[src/rtl/pla_fsm.sv]
// pla_fsm: field-programmable sum-of-products state machine whose plane is loaded through a serial chain
module pla_fsm #(
    parameter int N_IN    = 2,
    parameter int N_STATE = 2,
    parameter int N_OUT   = 2,
    parameter int N_TERMS = 3,
    parameter int OUT_REG = 0
) (
    input  logic               clk,
    input  logic               rst_n,
    input  logic               en,
    input  logic [N_IN-1:0]    in,
    input  logic               cfg_en,
    input  logic               cfg_data,
    output logic               cfg_out,
    output logic [N_STATE-1:0] state,
    output logic [N_OUT-1:0]   out
);
    localparam int N_LIT = N_IN + N_STATE;
    localparam int N_SUM = N_STATE + N_OUT;
    localparam int CFG_W = N_SUM * N_TERMS * N_LIT * 2;

    logic [CFG_W-1:0] cfg_sr;
    logic [N_LIT-1:0] lit;
    logic [N_SUM-1:0] sums;
    logic [N_OUT-1:0] out_q;

    assign lit = {state, in};

    for (genvar s = 0; s < N_SUM; s++) begin : g_sum
        logic [N_TERMS-1:0] terms;
        for (genvar t = 0; t < N_TERMS; t++) begin : g_term
            logic [N_LIT-1:0] used;
            logic [N_LIT-1:0] hit;
            for (genvar l = 0; l < N_LIT; l++) begin : g_lit
                localparam int B = ((s * N_TERMS + t) * N_LIT + l) * 2;
                assign used[l] = cfg_sr[B];
                assign hit[l]  = ~cfg_sr[B] | (lit[l] ^ cfg_sr[B+1]);
            end
            // a term with no literal selected is disabled rather than constant true
            assign terms[t] = (|used) & (&hit);
        end
        assign sums[s] = |terms;
    end

    always_ff @(posedge clk or negedge rst_n) begin
        if (!rst_n) begin
            cfg_sr <= '0;
            state  <= '0;
            out_q  <= '0;
        end else if (cfg_en) begin
            cfg_sr <= {cfg_sr[CFG_W-2:0], cfg_data};
            state  <= '0;
            out_q  <= '0;
        end else if (en) begin
            state <= sums[N_STATE-1:0];
            out_q <= sums[N_SUM-1:N_STATE];
        end
    end

    assign cfg_out = cfg_sr[CFG_W-1];
    assign out     = (OUT_REG != 0) ? out_q : sums[N_SUM-1:N_STATE];
endmodule

[config.mk]
export PLATFORM = sky130hd
export DESIGN_NAME = pla_fsm
export DESIGN_NICKNAME = d
export VERILOG_FILES = /design/src/rtl/pla_fsm.sv
export SDC_FILE = /design/constraint.sdc
export NUM_CORES = 1
export LEC_CHECK = 0
export BUFFER_PORTS_ARGS = -buffer_cell sky130_fd_sc_hd__buf_2
export CORE_MARGIN = 10
export CORE_UTILIZATION = 27
export CTS_BUF_LIST = sky130_fd_sc_hd__clkbuf_8 sky130_fd_sc_hd__clkbuf_16
export CTS_CLUSTER_DIAMETER = 120
export DETAILED_ROUTE_END_ITERATION = 8
export GPL_TIMING_DRIVEN = 1
export SYNTH_ARGS = -nofsm -noshare
export SYNTH_HDL_FRONTEND = slang
export SYNTH_SLANG_ARGS = --single-unit
[constraint.sdc]
create_clock -name clk -period 2.3 [get_ports clk]
set_clock_uncertainty 0.15 [all_clocks]
set_input_delay 0 -clock clk [delete_from_list [all_inputs] [get_ports clk]]
set_output_delay 0 -clock clk [all_outputs]
set_load 0.005 [all_outputs]
Word level (Yosys, flattened, before mapping)
Cells that the tools add are included.
{"block": "totals", "reg_bits": 98, "out_inout_bits": 5, "elab_cells": 189}
{"block": "classes", "n_mux": 2, "n_bitwise": 156, "n_reduce_logical": 29}
{"operator": "inverter 1 bit", "count": 48}
{"operator": "bitwise OR 1 bit", "count": 48}
{"operator": "AND reduction 4 bit", "count": 12}
{"operator": "OR reduction 4 bit", "count": 12}
{"operator": "XOR 1 bit", "count": 48}
{"operator": "AND 1 bit", "count": 12}
{"operator": "OR reduction 3 bit", "count": 4}
{"operator": "2-to-1 mux 2 bit", "count": 2}
{"operator": "nonzero test 2 bit", "count": 1}

Logic depth before layout (Yosys ltp)
Gate-level depths: netlist (run 1).
{"block": "logic_depth", "ltp_word": 7, "ltp_mapped": 6, "ltp_nobuf": 4}

Least setup slack after synthesis (run 1)
Ideal clock, no wire load.
{"block": "synth_timing", "kind": "reg-to-reg", "from": "register state[0]", "to": "register state[0]", "setup_time_ns": 0.088, "arrival_time_ns": 1.195, "required_ns": 2.062, "slack_ns": 0.867, "path_stages_with_launch": 7, "n_path_buf": 2, "path_cell_list": "dfrtp_1 > buf_4 > buf_6 > xnor2_1 > a22oi_1 > nand3_1 > a41oi_1"}
{"block": "synth_via", "elab_chain_len": 7, "elab_cells_between_ends": 15, "cone_classes": "2 x mux; 9 x bitwise; 4 x reduce/logical"}
{"element": "start: declaration", "line": "16", "rtl": "output logic [N_STATE-1:0] state,"}
{"element": "start signal: assignment", "line": "56", "rtl": "state <= sums[N_STATE-1:0];"}
{"element": "XOR 1 bit", "line": "38", "rtl": "assign hit[l] = ~cfg_sr[B] | (lit[l] ^ cfg_sr[B+1]);"}
{"element": "bitwise OR 1 bit", "line": "38"}
{"element": "AND reduction 4 bit", "line": "41", "rtl": "assign terms[t] = (|used) & (&hit);"}
{"element": "AND 1 bit", "line": "41"}
{"element": "OR reduction 3 bit (*)", "line": "43", "rtl": "assign sums[s] = |terms;"}
{"element": "2-to-1 mux 2 bit (*)", "line": "55", "rtl": "end else if (en) begin"}
{"element": "2-to-1 mux 2 bit (*)", "line": "51", "rtl": "end else if (cfg_en) begin"}
Every way passes the cells marked *; elsewhere a longest branch is shown, timed or not. The select of a mux whose other input is x is not followed.
A chain may end at the register's enable or synchronous reset.

Final worst setup path (run 1)
{"block": "layout_timing", "from": "register state[1]", "to": "output port out[1]"}
{"block": "layout_via", "elab_chain_len": 5, "elab_cells_between_ends": 13, "cone_classes": "9 x bitwise; 4 x reduce/logical"}
{"element": "XOR 1 bit", "line": "38"}
{"element": "bitwise OR 1 bit", "line": "38"}
{"element": "AND reduction 4 bit", "line": "41"}
{"element": "AND 1 bit", "line": "41"}
{"element": "OR reduction 3 bit (*)", "line": "43"}
{"element": "end: declaration", "line": "17", "rtl": "output logic [N_OUT-1:0] out"}
Every way passes the cells marked *; elsewhere a longest branch is shown, timed or not.

==> out/summary.txt, run 1 <==
Final GP Congestion - 0.755
Clock Path Buffers - 2
Syn avg cell area - 13.8 µm²
Die height - 148 µm
WS Path Type - reg -> out
Antenna Nets Post-Route - 0
Rows - 46
CP arrival - 1.91 ns
Startpoint types - flop
GRT Total Usage - 0.0762
Register area share after synthesis - 0.553
Fill count - 1,645
Core ar. - 0.0160 mm²
Most common cell after layout, fill and taps aside - dfrtp_1
Status - complete, no violations
Total of max-cap violations - 0
Min-Delay Path Class - in -> async
Pin count of the biggest net entering global routing - 45
CTS tree - yes
CP delay by family, top - flip-flops
Peak Freq - 0.486 GHz
Final Instance Area - 0.00503 mm²
Worst slew pin tran - 0.687 ns
IR drop worst, VDD - 0.000342 V
Layout net count - 341
N_diodes - 0
Post-synthesis cell area - 0.00443 mm²
Tmin final - 2.06 ns
Max-Slew Margin vs Limit - 0.542
Synth top area cells - dfrtp_1 55%, mux2_2 24%, xnor2_1 9.5%
CTS buffer count - 9
# DRC - 0
DRT Pass-1 Iters - 4
Area growth from synthesis to final layout - 13.4%
PortBufs - 11
RSZ-0062 raised after global routing - false
Unique masters post-synth - 15
Largest area contributor in the netlist - dfrtp_1
Setup TNS - 0 ns
Final count of negative-setup-slack endpoints - 0
Root Driver - clkbuf_16
Total length of routed wires - 7.85 mm
Critical path, cell by cell - xnor2_1 > a222oi_1 > a32oi_1 > nand2_1 > buf_2
Yosys reg bits - 98
H-Tree Depth - 3
Num ports - 12
WL/cell - 14.1 µm
Vias in the first global route - 2,707
DP Area - 0.00471 mm²
Grt ovf - 0
CP max stage delay - 0.79 ns
Final Max Slew Viols - 0
Clock transition at the registers of the reported paths - 0.07 ns
First-pass GRT wire length - 13.7 mm
Routed vias/inst - 4.47
Initial antenna violation count - 0
Die Area - 0.0219 mm²
Layout cell share with drive strength beyond 1 - 0.378
Period Utilization, post-route - 0.895
Cell Pwr Density - 867 mW/mm²
Synth Warn # - 0
Worst-path maximum fanout - 11
Starting density of the core - 0.277
Data required time of the worst path - 2.15 ns
Critical path endpoint category - output port
Via count - 2,480
CP max-delay cell - dfrtp_1
Most frequent cells in the layout - 97 x dfrtp_1, 96 x mux2_2, 48 x xnor2_1
Leak - 2.22 nW
Die width - 148 µm
Area share of the leading cell type in the synthesized netlist - 0.553
Syn Inst Count - 321
Worst-Skew Late Latency - 0.34 ns
# clock sinks - 98
Hold Fails Final Rpt - 0
Syn nets - 328
Dpl hpwl - 4.99 mm
Number of DRC markers in iteration 0 - 116
Buffers & Inverters on Critical Path - 1
worst paths after layout:
path | depth (start not counted) | from | slack (ns) | end
setup / recovery | 5 | state[1] | 0.24 | out[1]
hold reg to reg | 1 | cfg_sr[3] | 0.40 | cfg_sr[3]
hold / removal | 2 | rst_n | 0.06 | cfg_sr[35]
max in group asynchronous | 3 | rst_n | 1.23 | state[0]
setup reg to reg | 5 | state[1] | 0.57 | state[0]
min in group clk | 2 | cfg_en | 0.07 | cfg_sr[58]
routing by layer:
layer | GRT usage | routed length [µm] | part of all wire
met5 | 0 | 0 | 0
met1 | 0.0977 | 3830 | 0.49
met4 | 0.0377 | 181 | 0.023
met3 | 0.0146 | 169 | 0.022
met2 | 0.120 | 3670 | 0.47
power breakdown:
part           total, mW  switching, mW  internal, mW
Clock               1.41          0.623         0.787
Sequential          2.23          0.270          1.96
Combinational      0.724          0.279         0.445
Total               4.36           1.17          3.19
cells in the mapped netlist:
cell type	number
nand3_1	8
a21oi_1	12
a222oi_1	2
nor4_1	12
a32oi_1	2
nand2_1	12
buf_4	1
buf_6	4
a41oi_1	2
mux2_2	96
buf_2	12
dfrtp_1	98
a22oi_1	10
xnor2_1	48
o21bai_1	2
state kept, by name, indices dropped and copies added (netlist names):
signal	count
cfg_sr	96
state	2
logic make-up after synthesis:
kind of cell	synth area share
flip-flops	0.553
AO/OA/AOI/OAI	0.0463
buffers and inverters	0.0254
XOR/XNOR	0.0949
AND/OR/NAND/NOR	0.0361
multiplexers	0.244
layout make-up:
cell class,instances,area [µm²],share of cell area
clock inverters,5,30.0,0.00597
repair buffers,19,153,0.0304
well taps,216,270,0.0538
flip-flops and latches,98,2450,0.488
multi-input cells,206,1870,0.371
clock buffers,11,253,0.0503
metrics by stage:
stage	hold slack (ns)	total power, mW	setup slack (ns)	utilization	instances
final	0.0648	4.36	0.241	0.314	555
after global routing	0.0970	4.60	0.0391	0.314	555
after CTS	0.0696	4.43	0.130	0.314	555
after detailed placement	-0.150	2.99	0.509	0.294	536
after global placement	-0.153	2.97	0.539	0.294	536
after floorplan	-0.446	2.80	0.867	-	321
repair_timing:
action	CTS	global route
endpoints found under the setup margin	0	1
resized for setup	0	1
buffers inserted	0	0
hold buffers	3	0
endpoints found under the hold margin	101	0
Note: power is estimated with default switching activity, not from simulation.
==> run 2, diff against run 1 <==
CORE_UTILIZATION = 40   (was 27)
CTS_CLUSTER_SIZE = 24   (was default)
==> out/summary.txt, run 2 (synthesized netlist as in run 1, its figures left out) <==
Most frequent cells in the layout - 97 x dfrtp_1, 96 x mux2_2, 48 x xnor2_1 (unchanged)
Final Max Slew Viols - 0 (unchanged)
Setup TNS - 0 ns (unchanged)
Area growth from synthesis to final layout - 10.1% (was 13.4%)
WS Path Type - reg -> out (unchanged)
Layout net count - 342 (was 341)
Tmin final - 1.99 ns (was 2.06 ns)
Total of max-cap violations - 0 (unchanged)
DRT met1 WL - 3.76 mm (was 3.83 mm)
Placed cell count - 461 (was 536)
Layout Cells excl Fill - 480 (was 555)
Worst slew pin tran - 0.516 ns (was 0.687 ns)
Grt ovf - 0 (unchanged)
First-pass GRT wire length - 13.1 mm (was 13.7 mm)
# DRC - 0 (unchanged)
Starting density of the core - 0.409 (was 0.277)
Fill count - 994 (was 1,645)
Antenna Nets Post-Route - 0 (unchanged)
Initial antenna violation count - 0 (unchanged)
Total length of routed wires - 7.67 mm (was 7.85 mm)
Routed vias/inst - 5.16 (was 4.47)
Min-Delay Path Class - in -> async (unchanged)
Most common cell after layout, fill and taps aside - dfrtp_1 (unchanged)
Pin count of the biggest net entering global routing - 40 (was 45)
Number of DRC markers in iteration 0 - 140 (was 116)
Hold Fails Final Rpt - 14 (was 0)
Worst-Skew Late Latency - 0.37 ns (was 0.34 ns)
Final count of negative-setup-slack endpoints - 0 (unchanged)
DRT Pass-1 Iters - 4 (unchanged)
WL/cell - 16.0 µm (was 14.1 µm)
Largest Register - cfg_sr (unchanged)
Highest routed layer - met4 (unchanged)
Final GP Congestion - 0.709 (was 0.755)
WL met3 - 216 µm (was 169 µm)
PortBufs - 11 (unchanged)
Core ar. - 0.0108 mm² (was 0.0160 mm²)
Leak - 2.20 nW (was 2.22 nW)
Peak Freq - 0.501 GHz (was 0.486 GHz)
Worst hold slack - -0.00527 ns (was 0.0648 ns)
Root Driver - clkbuf_8 (was clkbuf_16)
RSZ-0062 raised after global routing - false (unchanged)
CP delay by family, top - flip-flops (unchanged)
Max-Slew Margin vs Limit - 0.656 (was 0.542)
CP max-delay cell - dfrtp_1 (unchanged)
Critical path endpoint category - output port (unchanged)
CP arrival - 1.84 ns (was 1.91 ns)
GRT Total Usage - 0.100 (was 0.0762)
N_diodes - 0 (unchanged)
Clock transition at the registers of the reported paths - 0.10 ns (was 0.07 ns)
CTS buffer count - 9 (unchanged)
Buffers & Inverters on Critical Path - 2 (was 1)
Rows - 38 (was 46)
Vias in the first global route - 2,568 (was 2,707)
Worst-path maximum fanout - 10 (was 11)
H-Tree Depth - 3 (unchanged)
Status - finished, violations left (was complete, no violations)
Via count - 2,479 (was 2,480)
Die height - 125 µm (was 148 µm)
Layout cell share with drive strength beyond 1 - 0.376 (was 0.378)
Die width - 125 µm (was 148 µm)
CTS tree - yes (unchanged)
CP max stage delay - 0.53 ns (was 0.79 ns)
Cell Pwr Density - 852 mW/mm² (was 867 mW/mm²)
Num ports - 12 (unchanged)
Critical path, cell by cell - buf_4 > xnor2_1 > a222oi_1 > a32oi_1 > nand2_1 > buf_2 (was xnor2_1 > a222oi_1 > a32oi_1 > nand2_1 > buf_2)
Met2 WL - 3.62 mm (was 3.67 mm)
Die Area - 0.0157 mm² (was 0.0219 mm²)
Clock Path Buffers - 2 (unchanged)
IR drop worst, VDD - 0.000579 V (was 0.000342 V)
Data required time of the worst path - 2.15 ns (about the same)
# clock sinks - 98 (unchanged)
Failing checks - negative hold slack
Period Utilization, post-route - 0.867 (was 0.895)
Largest register FFs - 96 (unchanged)
Dpl hpwl - 4.88 mm (was 4.99 mm)
Biggest regs - cfg_sr (96), state (2) (unchanged)
Startpoint types - flop (unchanged)
## run 2: power by group
group          internal (mW)  switching [mW]
logic                  0.451           0.304
clock network          0.604           0.594
registers               1.95           0.253
## run 2: worst reg2reg max path: cells and delay by family (launching register included)
family | cells | cell delay [ns]
AO/OA/AOI/OAI | 2 | 0.40
XOR/XNOR | 1 | 0.10
buffers and inverters | 1 | 0.29
flip-flops | 1 | 0.53
AND/OR/NAND/NOR | 1 | 0.14
## run 2: routing by layer
metal  vias to the layer above  global-route usage
li1                       1186                   -
met1                      1265               0.134
met2                        20               0.153
met3                         8              0.0342
met4                         0              0.0244
met5                         -                   0
## run 2: path summary, 6_finish.rpt
check | from | end | slack, ns | cells past startpoint
min in group clk | cfg_en | cfg_sr[39] | 0.03 | 2
max in group asynchronous | rst_n | cfg_sr[80] | 1.37 | 3
min | rst_n | cfg_sr[51] | -0.005 | 2
min reg2reg | cfg_sr[21] | cfg_sr[21] | 0.40 | 1
max | state[0] | out[1] | 0.31 | 6
max reg2reg | state[0] | state[0] | 0.61 | 5
## run 2: timing repair
item                                   in CTS  in global routing
buffers inserted                            0                  0
setup endpoints to repair                   0                  2
endpoints found under the hold margin     101                  0
hold buffers                                3                  0
resized for setup                           0                  1
## run 2: layout make-up
class                           instances  area (µm²)  area share
Clock buffer                            9         124      0.0254
Clock inverter                          7        86.3      0.0177
Multi-Input combinational cell        206        1870       0.383
Sequential cell                        98        2450       0.503
Tap cell                              140         175      0.0359
Timing Repair Buffer                   20         173      0.0354
## run 2: through the flow
step	area (µm²)	hold slack [ns]	util	worst slack, ns	power (mW)
after detailed placement	4640	-0.131	0.428	0.535	3.01
after global placement	4640	-0.136	0.428	0.545	2.99
after floorplan	4430	-0.446	-	0.867	2.80
final	4880	-0.00527	0.450	0.305	4.16
after global routing	4880	0.0199	0.450	0.151	4.39
after CTS	4880	0.00677	0.450	0.107	4.21
